$ cat config.mk
export PLATFORM = sky130hd
export DESIGN_NAME = series_feeder
export DESIGN_NICKNAME = d
export VERILOG_FILES = /design/src/rtl/series_feeder.sv
export SDC_FILE = /design/constraint.sdc
export NUM_CORES = 1
export LEC_CHECK = 0
export ABC_CLOCK_PERIOD_IN_PS = 7700
export BUFFER_PORTS_ARGS = -buffer_cell sky130_fd_sc_hd__buf_2
export CAP_MARGIN = 5
export CORE_ASPECT_RATIO = 1.25
export CORE_MARGIN = 3
export CORE_UTILIZATION = 65
export CTS_BUF_LIST = sky130_fd_sc_hd__clkbuf_2 sky130_fd_sc_hd__clkbuf_4 sky130_fd_sc_hd__clkbuf_8
export DETAILED_ROUTE_END_ITERATION = 16
export PLACE_DENSITY = 0.87
export RECOVER_POWER = 50
export SYNTH_ARGS = -nofsm -noshare
export SYNTH_HDL_FRONTEND = slang
export SYNTH_SLANG_ARGS = --single-unit
$ cat constraint.sdc
create_clock -name clk -period 7.7 [get_ports clk]
set_input_delay 1.155 -clock clk [delete_from_list [all_inputs] [get_ports clk]]
set_output_delay 1.155 -clock clk [all_outputs]
set_load 0.01 [all_outputs]
$ cat src/rtl/series_feeder.sv
// rtl/series_feeder.sv - item FIFO plus run sequencer feeding a float32 series summer
// Issues `count` buffered items one at a time and collects the final sum and sticky flags.
module series_feeder #(
   parameter int DEPTH   = 8,
   parameter int CNT_W   = 16,
   parameter int TIMEOUT = 64
) (
   input  logic                     clk,
   input  logic                     rst,
   input  logic                     in_valid,
   input  logic [31:0]              in_data,
   output logic                     in_ready,
   output logic [$clog2(DEPTH):0]   level,
   input  logic                     start,
   input  logic [CNT_W-1:0]         count,
   output logic                     sum_clear,
   output logic                     sum_request,
   output logic [31:0]              item,
   input  logic                     sum_busy,
   input  logic [2:0]               sum_exception,
   input  logic [31:0]              sum_result,
   output logic                     busy,
   output logic                     done,
   output logic [31:0]              result,
   output logic [2:0]               exception,
   output logic                     timeout
);
   localparam int AW = $clog2(DEPTH);
   localparam int TW = $clog2(TIMEOUT + 1);
   localparam logic [AW:0]    FULL_LVL = (AW + 1)'(DEPTH);
   localparam logic [TW-1:0]  T_MAX    = TW'(TIMEOUT);
   localparam logic [TW-1:0]  T_LAST   = TW'(TIMEOUT - 1);

   typedef enum logic [2:0] {
      S_IDLE,
      S_FETCH,
      S_ISSUE,
      S_SETTLE,
      S_WAIT,
      S_FINISH
   } state_t;

   state_t state, state_d;

   logic [31:0]      mem [DEPTH];
   logic [AW-1:0]    wr_ptr, rd_ptr;
   logic             push, pop, fifo_empty;
   logic [CNT_W-1:0] remaining;
   logic [TW-1:0]    tcnt;

   assign in_ready   = (level != FULL_LVL);
   assign fifo_empty = (level == '0);
   assign push       = in_valid && in_ready;
   assign pop        = (state == S_ISSUE);

   always_ff @(posedge clk) begin
      if (push) mem[wr_ptr] <= in_data;
   end

   always_ff @(posedge clk or negedge rst) begin
      if (!rst) begin
         wr_ptr <= '0;
         rd_ptr <= '0;
         level  <= '0;
      end else begin
         if (push) wr_ptr <= wr_ptr + 1'b1;
         if (pop)  rd_ptr <= rd_ptr + 1'b1;
         case ({push, pop})
            2'b10:   level <= level + 1'b1;
            2'b01:   level <= level - 1'b1;
            default: level <= level;
         endcase
      end
   end

   always_ff @(posedge clk or negedge rst) begin
      if (!rst) state <= S_IDLE;
      else      state <= state_d;
   end

   always_comb begin
      state_d   = state;
      sum_clear = 1'b0;
      case (state)
         S_IDLE: begin
            if (start) begin
               sum_clear = 1'b1;
               state_d   = (count == '0) ? S_FINISH : S_FETCH;
            end
         end
         S_FETCH:  if (!fifo_empty) state_d = S_ISSUE;
         S_ISSUE:  state_d = S_SETTLE;
         S_SETTLE: state_d = S_WAIT;
         S_WAIT: begin
            if (!sum_busy)
               state_d = (remaining == CNT_W'(1)) ? S_FINISH : S_FETCH;
            else if (tcnt >= T_LAST)
               state_d = S_FINISH;
         end
         S_FINISH: state_d = S_IDLE;
         default:  state_d = S_IDLE;
      endcase
   end

   assign sum_request = (state == S_ISSUE);
   assign done        = (state == S_FINISH);
   assign busy        = (state != S_IDLE);

   // result is loaded on entry to FINISH so it is already valid while done is high
   always_ff @(posedge clk or negedge rst) begin
      if (!rst) begin
         remaining <= '0;
         tcnt      <= '0;
         item      <= '0;
         result    <= '0;
         exception <= '0;
         timeout   <= 1'b0;
      end else begin
         case (state)
            S_IDLE: begin
               if (start) begin
                  remaining <= count;
                  exception <= '0;
                  timeout   <= 1'b0;
                  if (count == '0) result <= '0;
               end
            end
            S_FETCH: if (!fifo_empty) item <= mem[rd_ptr];
            S_ISSUE: tcnt <= '0;
            S_WAIT: begin
               if (!sum_busy) begin
                  exception <= exception | sum_exception;
                  remaining <= remaining - 1'b1;
                  if (remaining == CNT_W'(1)) result <= sum_result;
               end else begin
                  if (tcnt != T_MAX) tcnt <= tcnt + 1'b1;
                  if (tcnt >= T_LAST) begin
                     timeout <= 1'b1;
                     result  <= sum_result;
                  end
               end
            end
            default: ;
         endcase
      end
   end
endmodule

# Word level (Yosys, flattened, before mapping)

Memory sizes are Yosys's and may differ from the RTL's. A register that Yosys moved wholly into a read port is not among the register bits.
Cells that the tools add are included.

RAM bits: 256
Input port bits: 88
Memories: 1
Output and inout bits: 77
Bits in registers: 72

Memory list:

| name | words | width | read ports | clocked after Yosys merged registers in | write ports | line | text |
|---|---|---|---|---|---|---|---|
| mem  | 8     | 32    | 1          | 1                                       | 1           | 45   | `logic [31:0] mem [DEPTH];` |

Bitwise operators: 2
Reductions and logical operators: 15
$lt $le $gt $ge: 1
Equality and inequality tests: 19
Muxes and demuxes: 31
Add/sub/neg operators: 6

Operators by type and width:

| cell                    | count |
|---|---|
| $mux W32                | 5 |
| $pmux W32 S2            | 1 |
| $mux W16                | 2 |
| $pmux W16 S2            | 1 |
| $mux W3                 | 8 |
| $eq A16 B1 Y1 const B   | 1 |
| $logic_not A16 Y1       | 1 |
| $sub A16 B1 Y16 const B | 1 |
| $pmux W3 S5             | 1 |
| $mux W7                 | 2 |
| $ne A2 B2 Y1 const B    | 7 |
| $pmux W7 S2             | 1 |
| $reduce_and A3 Y1       | 3 |
| $pmux W4 S2             | 1 |
| $add A7 B1 Y7 const B   | 1 |
| $ge A7 B6 Y1 const B    | 1 |
| $mux W1                 | 7 |
| $ne A7 B7 Y1 const B    | 1 |
| $add A3 B1 Y3 const B   | 2 |
| $eq A3 B2 Y1 const B    | 2 |
| $eq A3 B3 Y1 const B    | 2 |
| $ne A3 B3 Y1 const B    | 2 |
| $pmux W3 S2             | 1 |
| $reduce_bool A2 Y1      | 3 |
| other kinds (17)        | 17 |

# Longest topological paths before layout

Gate-level depths: netlist (run 1).

Depth in word-level cells: 4
Gate-level depth with buffers: 10
Mapped depth without buffers: 10

# Least setup slack after synthesis (run 1)

OpenSTA, ideal clock, no wires.

Path kind: input to register
From: input port in_valid
To: memory mem[2][0] (enable)
Library setup time: 513 ps
Path slack: 2108 ps
Arrival time: 5079 ps
Stages: 3
Path through: a21boi_1 > inv_1 > nor4b_1

Longest elaborated chain between the ends: 3

Ends and longest elaborated chain:

| what                          | line | text |
|---|---|---|
| from (decl)                   | 10   | `input logic in_valid,` |
| $logic_and A1 B1 Y1           | 53   | `assign push = in_valid && in_ready;` |
| $mux W1                       | 57   | `if (push) mem[wr_ptr] <= in_data;` |
| $mux W1 (not written as such) | 57   |  |
| to (decl)                     | 45   |  |

Every way passes these cells.

# Worst setup path in the final report (run 1)

From: input port in_valid
To: memory mem[4][7] (enable)

Same word-level chain as after synthesis.

==> impl_metrics.yaml, run 1 <==
place:
  placed_cells: 1372
  hpwl_mm: 18.6
  globalplace.congestion: 0.795
  io_buffer_count: 164
layout:
  final_nets: 1237
  diodes: 0
  stdcell_count: 1472
  layout-drive-gt1-share_pct: 29.5
  final_core_utilization_pct: 75.4
  synthToLayoutAreaGrowth_pct: 14.0
synthesis:
  ys_warn_count: 0
  synth_flop_cell: "edfxtp_1"
  synth_cells: 959
  syn_area_um2: 15200
  synth_compound_area_share_pct: 9.19
  synth_simple_gate_area_share_pct: 6.82
  synth_top_family_by_area: "multiplexers"
  synth-xor-area-share_pct: 0.632
  muxShareOfSynthArea_pct: 11.9
  synth_enable_flop_cells: 256
  synthAdderAreaFrac_pct: 0.739
  synthDistinctLibCells: 60
  async_flop_share_pct: 28.9
  ys_seq_area_share_pct: 67.5
  syn_avg_cell_area_um2: 15.9
  ys_seq_elements: 360
  synth_nets: 1056
route:
  dr.pass1.iters: 4
  vias: 9001
  dr.first_iter.drc_count: 562
  post-route-drc-count: 0
  antenna_left: 0
  wl_mm: 31.1
  viasPerCell: 6.11
  routedWlPerCell_um: 21.1
sta:
  tightest_slew_ps: 2480
  fin_crit_sh_pct: 46.3
  relSlewSlack_pct: -65.4
  max_freq_ghz: 0.280
  fin_skew_ps: 19.3
  finalSetupViolCount: 0
  drv_slew: 174
  whs_ps: 485
  hold_violations: 0
  setup-tns-final_ps: 0
  rsz0062_at_grt: "false"
  min_period_ps: 3570
floorplan:
  fp.dieH_um: 177
  initial_core_util_pct: 66.2
  dieArea_um2: 25300
  rows: 62
  io_pins: 165
  die_w_um: 143
  core_um2: 23000
clock_network:
  cts_hold_buf: 0
  cts.clk_slew.worst_paths_ps: 60
  numCtsBuffers: 54
  cts_tree: "built"
  cts_sinks: 360
  cts-resized-gates: 0
  clockRootBuffer: "clkbuf_8"
  postCtsSetupRepairBufs: 0
  h-tree-depth: 2
  clockBufferDepth: 3
  clk_latency_ps: 590
run_status:
  status: "complete, but fails checks"
  failed_checks: "capacitance limit, slew limit"
global_routing:
  grt_first_pass_wirelength_mm: 48.9
  antenna_found_initial: 1
  grt_pass1_vias: 9059
  grt_max_degree: 74
  grt_overflow_total: 0
  grt_usage_pct: 24.8
worst_hold_path:
  min_to: "item[16]$_DFFE_PN0P_"
  worstHoldStart: "item[16]$_DFFE_PN0P_"
  hold_class: "flop to flop"
  min_path_cells: 2
pwr:
  swShare_pct: 32.7
  ir_worst_vdd_mv: 0.258
  clock_power_share_pct: 24.9
  p_switching_mw: 2.13
  intPower_mw: 4.37
  seq_power_share_pct: 45.6
  power.total_mw: 6.49
  p_leak_nw: 6.59
  comb_power_share_pct: 29.5
  cellPowerDensity_nw_per_um2: 374
setup_path:
  arrival_ps: 3720
  r2r_end: "mem[4][7]$_DFFE_PP_"
  critical_path_class: "primary input to flop"
  cp_top_family: "buffers and inverters"
  endpoint_kind: "flop"
  rrSetupSlack_ps: 4180
  max_stage_delay_ps: 1600
  critical_path.slowest_cell: "clkbuf_1"
  required_ps: 7860
  rr_worst_depth: 5
  critPathBufInv: 2
  start_kind: "primary input"
  r2r_start: "level[1]$_DFFE_PN0P_"
  worstPathMaxFanout: 32
  path_cells: "buf_2, a21boi_0, nand2_1, nor3_1, clkbuf_1"
run:
  drv_cap: 5
layer usage:
layer  vias up  routed length, um  GRT usage (%)
li1       4100                  -              -
met1      4524              12100           32.5
met2       324              16300           42.1
met3        51               2110           5.14
met4         2                625           7.88
met5         -                 12              0
worst min-delay path: cells and delay by family (launching register included):
kind	cells	cell delay, ps
AOI/OAI and AO/OA	1	60
and+or+nand+nor	1	50
DFF	1	350
cell usage in the layout (no fill, tap or decap), types with 5 or more instances in the layout:
master / n
or4_1: 6
xnor2_1: 6
edfxtp_1: 256
mux4_2: 64
nand2_1: 115
xor2_1: 5
clkbuf_4: 18
clkbuf_8: 59
a2bb2oi_1: 37
o21ai_0: 43
nor4_1: 7
clkinv_2: 12
inv_1: 42
dfrtp_1: 101
ha_1: 9
a21oi_1: 22
buf_2: 123
clkinv_1: 6
buf_4: 16
mux2i_1: 33
nand3_1: 8
nor3_1: 9
nor2_1: 24
o221ai_2: 30
clkbuf_1: 44
power by group through the flow:
stage	combinational, mW	clock, mW	sequential, mW
global route	2.11	1.73	3.02
floorplan	1.39	0	2.91
detailed placement	1.95	0	2.99
CTS	1.96	1.65	2.96
finish	1.91	1.62	2.96
global placement	1.89	0	2.95
cells in the mapped netlist, drive strengths merged (2+ instances only):
| master | instances | area share [%] |
|---|---|---|
| edfxtp | 256 | 50 |
| nand2 | 115 | 2.8 |
| dfrtp | 104 | 17 |
| mux4 | 64 | 9.5 |
| o21ai | 46 | 1.5 |
| inv | 42 | 1.0 |
| a2bb2oi | 37 | 2.1 |
| buf | 36 | 1.6 |
| mux2i | 33 | 2.2 |
| o221ai | 32 | 3.1 |
| nor2 | 25 | 0.62 |
| a21oi | 22 | 0.72 |
| clkbuf | 22 | 0.54 |
| nor3 | 11 | 0.36 |
| nor4 | 10 | 0.61 |
| ha | 9 | 0.74 |
| nand3 | 8 | 0.26 |
| nor3b | 7 | 0.38 |
| or4 | 6 | 0.30 |
| xnor2 | 6 | 0.34 |
| xor2 | 5 | 0.29 |
| a31oi | 4 | 0.16 |
| mux2 | 4 | 0.30 |
| nand2b | 4 | 0.16 |
| nand4 | 4 | 0.16 |
| a211oi | 3 | 0.18 |
| a22oi | 3 | 0.15 |
| and4 | 3 | 0.17 |
| nand3b | 3 | 0.15 |
| nor4b | 3 | 0.27 |
| o22ai | 3 | 0.12 |
| o2bb2ai | 3 | 0.17 |
| or3 | 3 | 0.12 |
| a211o | 2 | 0.11 |
| a21boi | 2 | 0.098 |
| a21o | 2 | 0.098 |
| nand4bb | 2 | 0.15 |
| o211ai | 2 | 0.19 |
| o32ai | 2 | 0.11 |
| or3b | 2 | 0.11 |
final cells by class:
cell class,count,area [um2]
clock buffers,77,947
clock inverters,23,205
fillers,1340,5670
inverters,42,158
multi-input cells,499,4500
flip-flops and latches,360,10300
well taps,288,360
repair buffers,183,901
worst max-delay path by stage:
stage | from | to | cells after the start
6_report | in_valid | mem[4][7]$_DFFE_PP_ | 5
5_1_grt | level[1]$_DFFE_PN0P_ | mem[4][7]$_DFFE_PP_ | 5
4_1_cts | state[1]$_DFFE_PN0P_ | sum_clear | 4
3_5_place_dp | in_valid | mem[7][13]$_DFFE_PP_ | 4
3_3_place_gp | in_valid | mem[7][31]$_DFFE_PP_ | 4
2_1_floorplan | in_valid | mem[2][0]$_DFFE_PP_ | 3
logic make-up after synthesis:
family / Yosys count
adders and majority gates: 9
AOI/OAI and AO/OA: 169
buffers and inverters: 100
DFF: 360
muxes: 101
and+or+nand+nor: 209
xor gates and xnor gates: 11
metrics by stage:
| stage | area (um2) | setup WS, ps |
|---|---|---|
| global route | 17400 | 3750 |
| finish | 17400 | 4130 |
| global placement | 16300 | 4430 |
| detailed placement | 16300 | 4400 |
| CTS | 17500 | 4490 |
| floorplan | 15200 | 2110 |
state kept, by name, summed over array words and instances (netlist names):
register,count
level,4
exception,3
item,32
remaining,16
result,32
timeout,1
rd_ptr,3
wr_ptr,3
tcnt,7
mem,256
state,3
Power figures use the tool's default switching activity.
==> run 2: changes to the inputs <==
Settings changed: ABC_CLOCK_PERIOD_IN_PS 7700 to 3000, CORE_UTILIZATION 65 to 55, PLACE_DENSITY 0.87 to 0.78.
Clock period 7.7 ns to 3 ns, I/O delays scaled along.
==> run 2 against run 1 <==
Compared with the run above:
- the run now ends clean
- design area is 2.1% higher
- clock power grew to 2.6 times the previous value
- total power increased to 2.6 times the previous value
- non-clock buffer count increased by 16
- sequential cell count stayed put
- cell count up 5.1%
- combinational power grew to 2.7 times the previous value
- via count is 1.5% higher
- core utilization shrank 9.9 points
- worst hold slack worse by 370 ps
- routed wire length rose by 1.1%
- critical path type is now flop to primary output
- largest cell class unchanged
==> impl_metrics.yaml, run 2 (synthesized netlist as in run 1, its figures left out) <==
floorplan:
  dieArea_um2: 29800
  io_pins: 165
  die_w_um: 155
  rows: 67
  core_um2: 27100
  fp.dieH_um: 192
  initial_core_util_pct: 56.3
sta:
  drv_slew: 0
  hold_violations: 0
  min_period_ps: 2580
  rsz0062_at_grt: "false"
  relSlewSlack_pct: 2.81
  finalSetupViolCount: 0
  tightest_slew_ps: 1460
  max_freq_ghz: 0.388
  fin_skew_ps: 23.2
  fin_crit_sh_pct: 86.0
global_routing:
  grt_usage_pct: 21.3
  antenna_found_initial: 0
  grt_overflow_total: 0
  grt_max_degree: 82
  grt_first_pass_wirelength_mm: 50.0
  grt_pass1_vias: 9160
place:
  hpwl_mm: 19.0
  post_dp_cell_area_um2: 16600
  globalplace.congestion: 0.827
  io_buffer_count: 164
  placed_cells: 1444
run:
  drv_cap: 0
clock_network:
  clockBufferDepth: 3
  h-tree-depth: 2
  postCtsSetupRepairBufs: 0
  clk_latency_ps: 600
  cts.clk_slew.worst_paths_ps: 60
  cts_sinks: 360
  numCtsBuffers: 54
  clockRootBuffer: "clkbuf_8"
  cts_tree: "built"
setup_path:
  arrival_ps: 2130
  endpoint_kind: "primary output"
  crit_start: "state[1]$_DFFE_PN0P_"
  rr_worst_depth: 10
  start_kind: "flop"
  endpoint: "sum_clear"
  critical_path_class: "flop to primary output"
  required_ps: 2550
  rrSetupSlack_ps: 500
  r2r_end: "level[2]$_DFFE_PN0P_"
  worstPathMaxFanout: 15
  r2r_start: "level[1]$_DFFE_PN0P_"
route:
  dr.pass1.iters: 5
  wl_mm: 31.5
  post-route-drc-count: 0
  antenna_left: 0
  vias: 9135
  viasPerCell: 5.90
  routedWlPerCell_um: 20.3
  dr.first_iter.drc_count: 574
pwr:
  p_leak_nw: 6.66
  ir_worst_vdd_mv: 0.568
  power.total_mw: 16.9
  cellPowerDensity_nw_per_um2: 955
layout:
  diodes: 0
  final_nets: 1253
  stdcell_area_um2: 17700
  reg_top3: "mem x256, item x32, result x32"
  fillCellCount: 1905
  synthToLayoutAreaGrowth_pct: 16.3
  regMostFlops: "mem"
  largest_reg_flops: 256
  layout-drive-gt1-share_pct: 28.6
  layout_common_cells: "edfxtp_1, nand2_1, dfrtp_1, buf_2, clkbuf_8"
  layout_commonest_cell: "edfxtp_1"
  stdcell_count: 1547
run_status:
  status: "finished, final reports clean"
worst_hold_path:
  hold_class: "primary input to flop"
-- run 2: changes by cell type in the layout (fill, tap and decap cells not counted), moves of 7 or more --
cell,delta
buf_2,-25
clkbuf_1,+22
buf_12,+9
buf_4,+9
clkbuf_8,+8
clkbuf_4,-7
-- run 2: area by class of cell --
type / count / area [um2] / share of cell area (%)
clock buffer: 78 / 1000 / 5.67
clock inverter: 24 / 175 / 0.988
inverter: 42 / 158 / 0.889
multi-input combinational: 499 / 4550 / 25.7
sequential: 360 / 10300 / 58.1
tap: 345 / 432 / 2.43
timing repair buffer: 199 / 1120 / 6.29
-- run 2: power by group --
group	total [mW]	internal [mW]	switching (mW)	leakage, nW
Sequential	7.54	6.56	0.983	3.59
Clock	4.21	2.34	1.87	0.629
Combinational	5.17	2.45	2.72	2.44
Total	16.9	11.4	5.57	6.66
-- run 2: worst min-delay path by stage --
stage                           from  slack [ps]                  endpoint  cells after the start
CTS                 sum_exception[2]          80  exception[2]$_DFFE_PN0P_                      3
global route        sum_exception[1]         110  exception[1]$_DFFE_PN0P_                      3
floorplan                        rst         150  exception[0]$_DFFE_PN0P_                      0
detailed placement               rst         380  remaining[3]$_DFFE_PN0P_                      1
global placement                 rst         380  remaining[3]$_DFFE_PN0P_                      1
finish              sum_exception[1]         120  exception[1]$_DFFE_PN0P_                      3
-- run 2: worst max-delay path, cell delays in order (launching register included) --
cell	delay [ps]
dfrtp_1	540
nor2_1	310
nand2_1	230
nor2_1	280
buf_2	190
-- run 2: routing by layer --
metal,global-route usage [%],share of wire (%),vias up
li1,-,-,4140
met1,27.9,39,4615
met2,37.1,52,338
met3,4.12,7.0,42
met4,5.57,1.7,0
met5,0,0,-
-- run 2: metrics by stage --
step | setup TNS [ps] | utilization, % | hold WS, ps | worst slack, ps
floorplan | -111790 | - | 154 | -983
global placement | 0 | 61.4 | 379 | 639
detailed placement | 0 | 61.4 | 384 | 524
CTS | 0 | 65.8 | 84.8 | 423
global route | 0 | 65.5 | 109 | 254
finish | 0 | 65.5 | 118 | 421
-- run 2: timing repair --
| item | in CTS | in global routing |
|---|---|---|
| hold buffers | 1 | 0 |
| gates resized for setup | 0 | 0 |
| hold endpoints to repair | 23 | 0 |
==> run 3: changes to the inputs <==
==> constraint.sdc (replaced) <==
create_clock -name clk -period 3 [get_ports clk]
set_input_delay 0.3 -clock clk [delete_from_list [all_inputs] [get_ports clk]]
set_output_delay 0.3 -clock clk [all_outputs]
set_load 0.01 [all_outputs]
==> run 3 against run 2 <==
Compared with the run above:
- die area unchanged
- clock power rose by 5%
- setup slack improved by 95 ps
- register-to-register slack gained 20 ps
- critical endpoint is now level[2]$_DFFE_PN0P_
- count of clock-buffer cells in the layout unchanged
- non-clock buffer count rose by 68
- first-iteration DRC count is 3.8% higher
- sequential share of layout area is 2.0 points lower
- via count rose by 3.1%
- highest routed layer unchanged
- core utilization grew 2.3 points
- critical path depth grew 6
- sequential power about the same
==> impl_metrics.yaml, run 3 (synthesized netlist as in run 1, its figures left out) <==
layout:
  layout-drive-gt1-share_pct: 26.6
  diodes: 0
  fillCellCount: 1800
  largest_reg_flops: 256
  layout_common_cells: "edfxtp_1, nand2_1, dfrtp_1, buf_2, clkbuf_1"
  regMostFlops: "mem"
  reg_top3: "mem x256, item x32, result x32"
  synthToLayoutAreaGrowth_pct: 20.5
  layout_commonest_cell: "edfxtp_1"
  final_nets: 1320
sta:
  drv_slew: 0
  fin_skew_ps: 20.4
  rsz0062_at_grt: "false"
  fin_crit_sh_pct: 82.8
  hold_violations: 0
  min_period_ps: 2480
  tightest_slew_ps: 1450
  relSlewSlack_pct: 3.58
  max_freq_ghz: 0.402
  finalSetupViolCount: 0
  finalWorstSetupSlack_ps: 515
global_routing:
  grt_max_degree: 67
  grt_pass1_vias: 9872
  antenna_found_initial: 0
  grt_usage_pct: 22.8
  grt_overflow_total: 0
  met2_usage_pct: 40.3
  top_usage_layer: "met2"
  use_met3_pct: 3.85
  use_met1_pct: 29.1
  grt_first_pass_wirelength_mm: 53.2
clock_network:
  cts.clk_slew.worst_paths_ps: 60
  clockBufferDepth: 3
  clockRootBuffer: "clkbuf_8"
  cts_sinks: 360
  cts-resized-gates: 0
  h-tree-depth: 2
  cts_tree: "built"
  numCtsBuffers: 53
  cts_hold_buf: 67
  postCtsSetupRepairBufs: 0
  clk_latency_ps: 590
pwr:
  cellPowerDensity_nw_per_um2: 937
  ir_worst_vdd_mv: 0.618
  intPower_mw: 11.6
  seq_power_share_pct: 43.9
  comb_power_share_pct: 30.6
  swShare_pct: 32.6
  p_leak_nw: 6.92
  power.total_mw: 17.2
  clock_power_share_pct: 25.6
  p_switching_mw: 5.60
setup_path:
  path_cells: "nor3_1, a21boi_1, inv_1, ha_1, xor2_1, ha_1, a21oi_1, xor2_1, nor2_1, xor2_1"
  crit_top_cell: "xor2_1"
  endpoint_kind: "flop"
  required_ps: 3460
  cp_top_family: "compound AO/OA/AOI/OAI gates"
  max_stage_delay_ps: 490
  worstPathMaxFanout: 8
  critical_path.slowest_cell: "dfrtp_1"
  critical_path_class: "flop to flop"
  arrival_ps: 2940
  start_kind: "flop"
  critPathBufInv: 1
worst_hold_path:
  hold_class: "primary input to flop"
route:
  post-route-drc-count: 0
  antenna_left: 0
  dr.pass1.iters: 4
  wl_mm: 33.2
  viasPerCell: 5.85
  routedWlPerCell_um: 20.6
  vias: 9418
  dr.first_iter.drc_count: 596
floorplan:
  io_pins: 165
  dieArea_um2: 29800
  die_w_um: 155
  rows: 67
  fp.dieH_um: 192
  core_um2: 27100
  initial_core_util_pct: 56.3
place:
  hpwl_mm: 19.5
  io_buffer_count: 164
  globalplace.congestion: 0.817
  dpl_worst_slack_ps: 534
run:
  drv_cap: 0
run_status:
  status: "finished, final reports clean"
## run 3: layout make-up
cell class / count / area, um2 / area share, %
inverters: 42 / 158 / 0.859
multi-input cells: 499 / 4550 / 24.8
clock inverters: 19 / 248 / 1.35
well taps: 345 / 432 / 2.35
clock buffers: 78 / 961 / 5.23
flip-flops and latches: 360 / 10300 / 56.1
repair buffers: 267 / 1720 / 9.34
## run 3: final timing paths
kind,startpoint,to,slack (ps),cells past startpoint
setup reg to reg,level[0]$_DFFE_PN0P_,level[2]$_DFFE_PN0P_,520,10
min in group asynchronous,rst,remaining[3]$_DFFE_PN0P_,580,2
setup / recovery,level[0]$_DFFE_PN0P_,level[2]$_DFFE_PN0P_,520,10
hold reg to reg,item[26]$_DFFE_PN0P_,item[26]$_DFFE_PN0P_,480,2
hold / removal,sum_result[31],result[31]$_DFFE_PN0P_,40,3
max in group asynchronous,rst,item[30]$_DFFE_PN0P_,640,3
## run 3: tightest hold or removal path: stages
cell and delay [ps]:
buf_2 100, inv_1 70, o221ai_2 100
## run 3: through the flow
| step | hold slack [ps] | util, % | area [um2] | instances | setup TNS [ps] |
|---|---|---|---|---|---|
| 6_report | 40.0 | 67.8 | 18400 | 1610 | 0 |
| 5_1_grt | 15.1 | 67.8 | 18400 | 1610 | 0 |
| 4_1_cts | 2.56 | 68.2 | 18500 | 1610 | 0 |
| 3_5_place_dp | 402 | 61.2 | 16600 | 1446 | 0 |
| 3_3_place_gp | 398 | 61.2 | 16600 | 1446 | 0 |
| 2_1_floorplan | 4.41 | - | 15300 | 959 | -111790 |
## run 3: power by group through the flow
| stage | clock [mW] | sequential [mW] | combinational (mW) |
|---|---|---|---|
| floorplan | 0 | 7.47 | 3.57 |
| global placement | 0 | 7.53 | 5.16 |
| detailed placement | 0 | 7.63 | 5.29 |
| CTS | 4.50 | 7.54 | 5.40 |
| global route | 4.73 | 7.71 | 5.80 |
| finish | 4.40 | 7.55 | 5.26 |
## run 3: per-layer routing
metal | vias to the layer above | part of all wire [%]
met5 | - | 0
met4 | 0 | 2.0
met3 | 57 | 6.7
met2 | 357 | 53
met1 | 4748 | 39
li1 | 4256 | -
